[src/rtl/mux2_sel_arbiter.sv]
// Round-robin, burst-bounded arbiter driving a registered 2:1 mux select and output stage.
// Latency: request -> grant 1 cycle, grant -> y/y_valid 1 cycle (request -> valid data 2 cycles).
// Backpressure: none; a requester holds req until served, bursts are capped at MAX_BURST under contention.
//
// Ports:
//   clk, rst_n      clock (rising edge) and asynchronous active-low reset
//   req0, req1      requests from requester 0 / 1
//   i0, i1          data from requester 0 / 1 (DW bits)
//   sel             registered mux select (0 -> i0, 1 -> i1), holds while idle
//   gnt0, gnt1      grants decoded from the state register, mutually exclusive
//   y, y_valid      registered mux output and its valid flag
module mux2_sel_arbiter #(
  parameter int DW        = 1,
  parameter int MAX_BURST = 4
) (
  input  logic          clk,
  input  logic          rst_n,
  input  logic          req0,
  input  logic          req1,
  input  logic [DW-1:0] i0,
  input  logic [DW-1:0] i1,
  output logic          sel,
  output logic          gnt0,
  output logic          gnt1,
  output logic [DW-1:0] y,
  output logic          y_valid
);

  localparam int            CW      = $clog2(MAX_BURST) + 1;
  localparam logic [CW-1:0] CNT_MAX = CW'(MAX_BURST - 1);

  typedef enum logic [1:0] {
    IDLE = 2'd0,
    G0   = 2'd1,
    G1   = 2'd2
  } state_e;

  state_e          state_q, state_d;
  logic            last_q, last_d;
  logic [CW-1:0]   cnt_q, cnt_d;
  logic            sel_q, sel_d;
  logic [DW-1:0]   y_q;
  logic            y_valid_q;

  // State register (with last-served and burst counter)
  always_ff @(posedge clk or negedge rst_n) begin
    if (!rst_n) begin
      state_q <= IDLE;
      last_q  <= 1'b1;   // first tie after reset goes to requester 0
      cnt_q   <= '0;
      sel_q   <= 1'b0;
    end else begin
      state_q <= state_d;
      last_q  <= last_d;
      cnt_q   <= cnt_d;
      sel_q   <= sel_d;
    end
  end

  // Next-state logic
  always_comb begin
    state_d = state_q;
    last_d  = last_q;
    cnt_d   = cnt_q;
    case (state_q)
      IDLE: begin
        cnt_d = '0;
        if (req0 && req1)  state_d = last_q ? G0 : G1;
        else if (req0)     state_d = G0;
        else if (req1)     state_d = G1;
      end
      G0: begin
        // Keep the grant unless the burst cap is hit while the other side waits.
        if (req0 && (!req1 || cnt_q < CNT_MAX)) begin
          cnt_d = (cnt_q == CNT_MAX) ? cnt_q : cnt_q + 1'b1;
        end else if (req1) begin
          state_d = G1;
          cnt_d   = '0;
          last_d  = 1'b0;
        end else begin
          state_d = IDLE;
          last_d  = 1'b0;
        end
      end
      G1: begin
        if (req1 && (!req0 || cnt_q < CNT_MAX)) begin
          cnt_d = (cnt_q == CNT_MAX) ? cnt_q : cnt_q + 1'b1;
        end else if (req0) begin
          state_d = G0;
          cnt_d   = '0;
          last_d  = 1'b1;
        end else begin
          state_d = IDLE;
          last_d  = 1'b1;
        end
      end
      default: begin
        state_d = IDLE;
        cnt_d   = '0;
      end
    endcase
  end

  // Output logic: select follows the upcoming grant state and holds while idle,
  // so it always matches the grant registered alongside it.
  always_comb begin
    sel_d = sel_q;
    if (state_d == G0)      sel_d = 1'b0;
    else if (state_d == G1) sel_d = 1'b1;
    gnt0 = (state_q == G0);
    gnt1 = (state_q == G1);
  end

  // Data stage: driven from the registered state only, never from raw requests.
  always_ff @(posedge clk or negedge rst_n) begin
    if (!rst_n) begin
      y_q       <= '0;
      y_valid_q <= 1'b0;
    end else begin
      case (state_q)
        G0: begin
          y_q       <= i0;
          y_valid_q <= 1'b1;
        end
        G1: begin
          y_q       <= i1;
          y_valid_q <= 1'b1;
        end
        default: y_valid_q <= 1'b0;
      endcase
    end
  end

  assign sel     = sel_q;
  assign y       = y_q;
  assign y_valid = y_valid_q;

endmodule
[config.mk]
export PLATFORM = sky130hd
export DESIGN_NAME = mux2_sel_arbiter
export DESIGN_NICKNAME = d
export VERILOG_FILES = /design/src/rtl/mux2_sel_arbiter.sv
export SDC_FILE = /design/constraint.sdc
export NUM_CORES = 1
export LEC_CHECK = 0
export BUFFER_PORTS_ARGS = -buffer_cell sky130_fd_sc_hd__buf_2
export CAP_MARGIN = 20
export CORE_MARGIN = 4
export CORE_UTILIZATION = 31
export CTS_BUF_LIST = sky130_fd_sc_hd__clkbuf_8
export DETAILED_ROUTE_END_ITERATION = 8
export SLEW_MARGIN = 20
export SYNTH_ARGS = -nofsm -noshare
export SYNTH_HDL_FRONTEND = slang
export SYNTH_SLANG_ARGS = --single-unit
export TNS_END_PERCENT = 20
[constraint.sdc]
create_clock -name clk -period 2.6 [get_ports clk]
set_clock_uncertainty 0.05 [all_clocks]
set_input_delay 0.13 -clock clk [delete_from_list [all_inputs] [get_ports clk]]
set_output_delay 0.13 -clock clk [all_outputs]
set_load 0.02 [all_outputs]
==> impl_metrics.py <==
metrics = {
    "layout": {
        "multi_input_area_um2": 377,
        "seq_area_um2": 226,
        "nFillCells": 218,
        "layout-drive-gt1-share_pct": 24.4,
        "antenna_cells": 0,
        "final_cells": 105,
        "final_util_pct": 38.8,
        "area_growth_syn_to_layout_pct": 18.1,
        "final_area_um2": 761,
        "final_cell_mix": "buf_2 (10), dfrtp_1 (8), inv_1 (6), ha_1 (6), nand2_1 (5)",
        "nets": 91,
        "final_common_cell": "buf_2",
    },
    "clock_tree": {
        "cts.sinks": 9,
        "ctsResizeCount": 0,
        "cts_buffers": 3,
        "cts_tree": "built",
        "insertion_delay_ps": 230,
        "clock_path_buffers": 2,
        "post_cts_buffers": 0,
        "clk_pin_slew_worst_paths_ps": 50,
        "cts_hold_buf": 1,
        "htreeDepth": 1,
        "root_buffer": "clkbuf_8",
    },
    "floorplanning": {
        "core_um2": 1960,
        "initial_core_util_pct": 32.8,
        "die_area_um2": 2870,
        "die_y_um": 53.6,
        "die_w_um": 53.6,
        "fp-row-count": 16,
        "pin_count": 11,
    },
    "hold_path": {
        "hold_path_depth": 3,
        "min_to": "y$_DFFE_PN0P_",
        "hp-start": "i0",
        "worstHoldPathType": "in2reg",
    },
    "route": {
        "drt-total-wl_um": 1350,
        "avgViaCountPerCell": 5.10,
        "vias": 535,
        "firstDrtPassIters": 4,
        "route.antenna.remaining_nets": 0,
        "routedWlPerCell_um": 12.8,
        "drc": 0,
        "drtIter0Drc": 10,
    },
    "placed_design": {
        "numPortBuffers": 10,
        "dp.cells": 100,
        "place_area_um2": 706,
        "dpl.hpwl_um": 1030,
        "gp_congestion": 0.851,
        "dp_worst_setup_slack_ps": 471,
    },
    "sta": {
        "layout_setup_ws_ps": 475,
        "setup-tns-final_ps": 0,
        "final_max_slew_viol_count": 0,
        "max_slew_margin_pct": 77.0,
        "period_share_pct": 81.7,
        "fin_hold_ws_ps": 163,
        "hold_viol": 0,
        "max_freq_mhz": 471,
        "setup_viol": 0,
        "grt_setup_unrepaired": "false",
        "worst_pin_slew_ps": 343,
        "period_needed_ps": 2120,
    },
    "flow_run": {
        "cap_violations": 0,
    },
    "synth": {
        "synth_top_cell_by_area": "dfrtp_1",
        "synth-seq-cells": 9,
        "synthesis.nets": 77,
        "ys_warn_count": 0,
        "synth_area_leaders": "dfrtp_1 (31%), ha_1 (12%), mux2i_1 (4.7%)",
        "yosysSeqAreaShare_pct": 35.1,
        "syn-instance-count": 65,
        "synth.distinct_cells": 32,
        "synth_area_um2": 644,
        "synth_top_area_share_pct": 31.1,
        "syn_area_per_cell_um2": 9.91,
    },
    "pwr": {
        "power.net_switching_mw": 0.333,
        "power_frac_seq_pct": 29.7,
        "sw_frac_of_total_pct": 40.7,
        "power_mw": 0.819,
        "intPower_mw": 0.486,
        "ir_drop_uv": 423,
        "power.share.clock_pct": 19.2,
        "p_per_area_nw_per_um2": 1080,
        "combPwrFrac_pct": 51.0,
        "p_leak_nw": 0.364,
    },
    "critical_path": {
        "critPathMaxFanout": 7,
        "critPathCaptureType": "register",
        "crit_required_ps": 2660,
        "rr_worst_depth": 7,
        "reg2reg_to": "sel$_DFFE_PN0P_",
        "regToRegSetupSlack_ps": 480,
        "start_kind": "register",
        "path_class": "reg2reg",
        "arrival_ps": 2190,
        "reg2reg_from": "state_q[1]$_DFF_PN0_",
    },
    "run_status": {
        "status": "completed",
    },
    "global_routing": {
        "grt_util_all_layers_pct": 11.1,
        "antenna_found_initial": 0,
        "gr-total-overflow": 0,
        "grt_pass1_vias": 489,
        "grt_max_degree": 11,
        "grt_pass1_wl_um": 2200,
    },
}
-- worst max-delay path by stage --
stage | start | end | slack [ps]
2_1_floorplan | state_q[1]$_DFF_PN0_ | sel$_DFFE_PN0P_ | 580
3_3_place_gp | state_q[1]$_DFF_PN0_ | sel$_DFFE_PN0P_ | 500
3_5_place_dp | state_q[1]$_DFF_PN0_ | sel$_DFFE_PN0P_ | 470
4_1_cts | state_q[1]$_DFF_PN0_ | sel$_DFFE_PN0P_ | 480
5_1_grt | state_q[1]$_DFF_PN0_ | sel$_DFFE_PN0P_ | 300
6_report | state_q[1]$_DFF_PN0_ | sel$_DFFE_PN0P_ | 480
-- power groups by stage --
stage          Clock (mW)  Sequential [mW]  Combinational, mW
6_report            0.158            0.244              0.418
5_1_grt             0.170            0.251              0.468
4_1_cts             0.163            0.243              0.422
3_5_place_dp            0            0.244              0.420
3_3_place_gp            0            0.241              0.413
2_1_floorplan           0            0.261              0.303
-- cell families (layout without fill, tap and decap cells) --
kind of cell	count (synthesis)	in the layout	share of synthesized area, %
AO/OA/AOI/OAI	20	20	23.9
AND/OR/NAND/NOR	19	19	16.9
flip-flops	9	9	35.1
buffers and inverters	7	20	6.41
adder cells (fa/ha/maj)	6	6	11.7
multiplexers	3	3	4.66
XOR/XNOR	1	1	1.36
-- sequential cells by signal, summed over array words and instances (netlist names) --
name     count
cnt_q        3
state_q      2
y            1
sel          1
y_valid      1
last_q       1
-- final cells by class --
| cell class | instances | share of cell area (%) |
|---|---|---|
| clock buffers | 3 | 5.43 |
| clock inverters | 1 | 0.493 |
| inverters | 5 | 2.47 |
| multi-input cells | 49 | 49.5 |
| flip-flops and latches | 9 | 29.8 |
| well taps | 27 | 4.44 |
| repair buffers | 11 | 7.89 |
-- routing by layer --
metal  global-route usage, %  part of all wire (%)
met5                       0                     0
met4                    8.94                   2.0
met3                    3.60                   9.4
met2                    14.7                    41
met1                    14.6                    48
-- synth_stat cells, drive strengths merged --
cell type and n:
a211oi 2, a221o 1, o31ai 1, nor2b 2, nor4b 1, a22o 4
ha 6, mux2i 3, xor2 1, and2 2, a2bb2oi 1, dfrtp 8
o31a 1, a21o 1, nand3b 1, o21ai 4, dfstp 1, buf 2
or3 1, nand2 5, nor2 5, inv 5, a21oi 4, a32oi 1
nand3 1, or2 1
-- critical path, stage by stage, from the launching register on --
cell and delay (ps):
dfrtp_1 450, inv_1 130, ha_1 270, nand2_1 140, or3_1 360, a21oi_1 220
ha_1 280, mux2i_1 120
No activity file was read; power rests on OpenSTA's default activity.
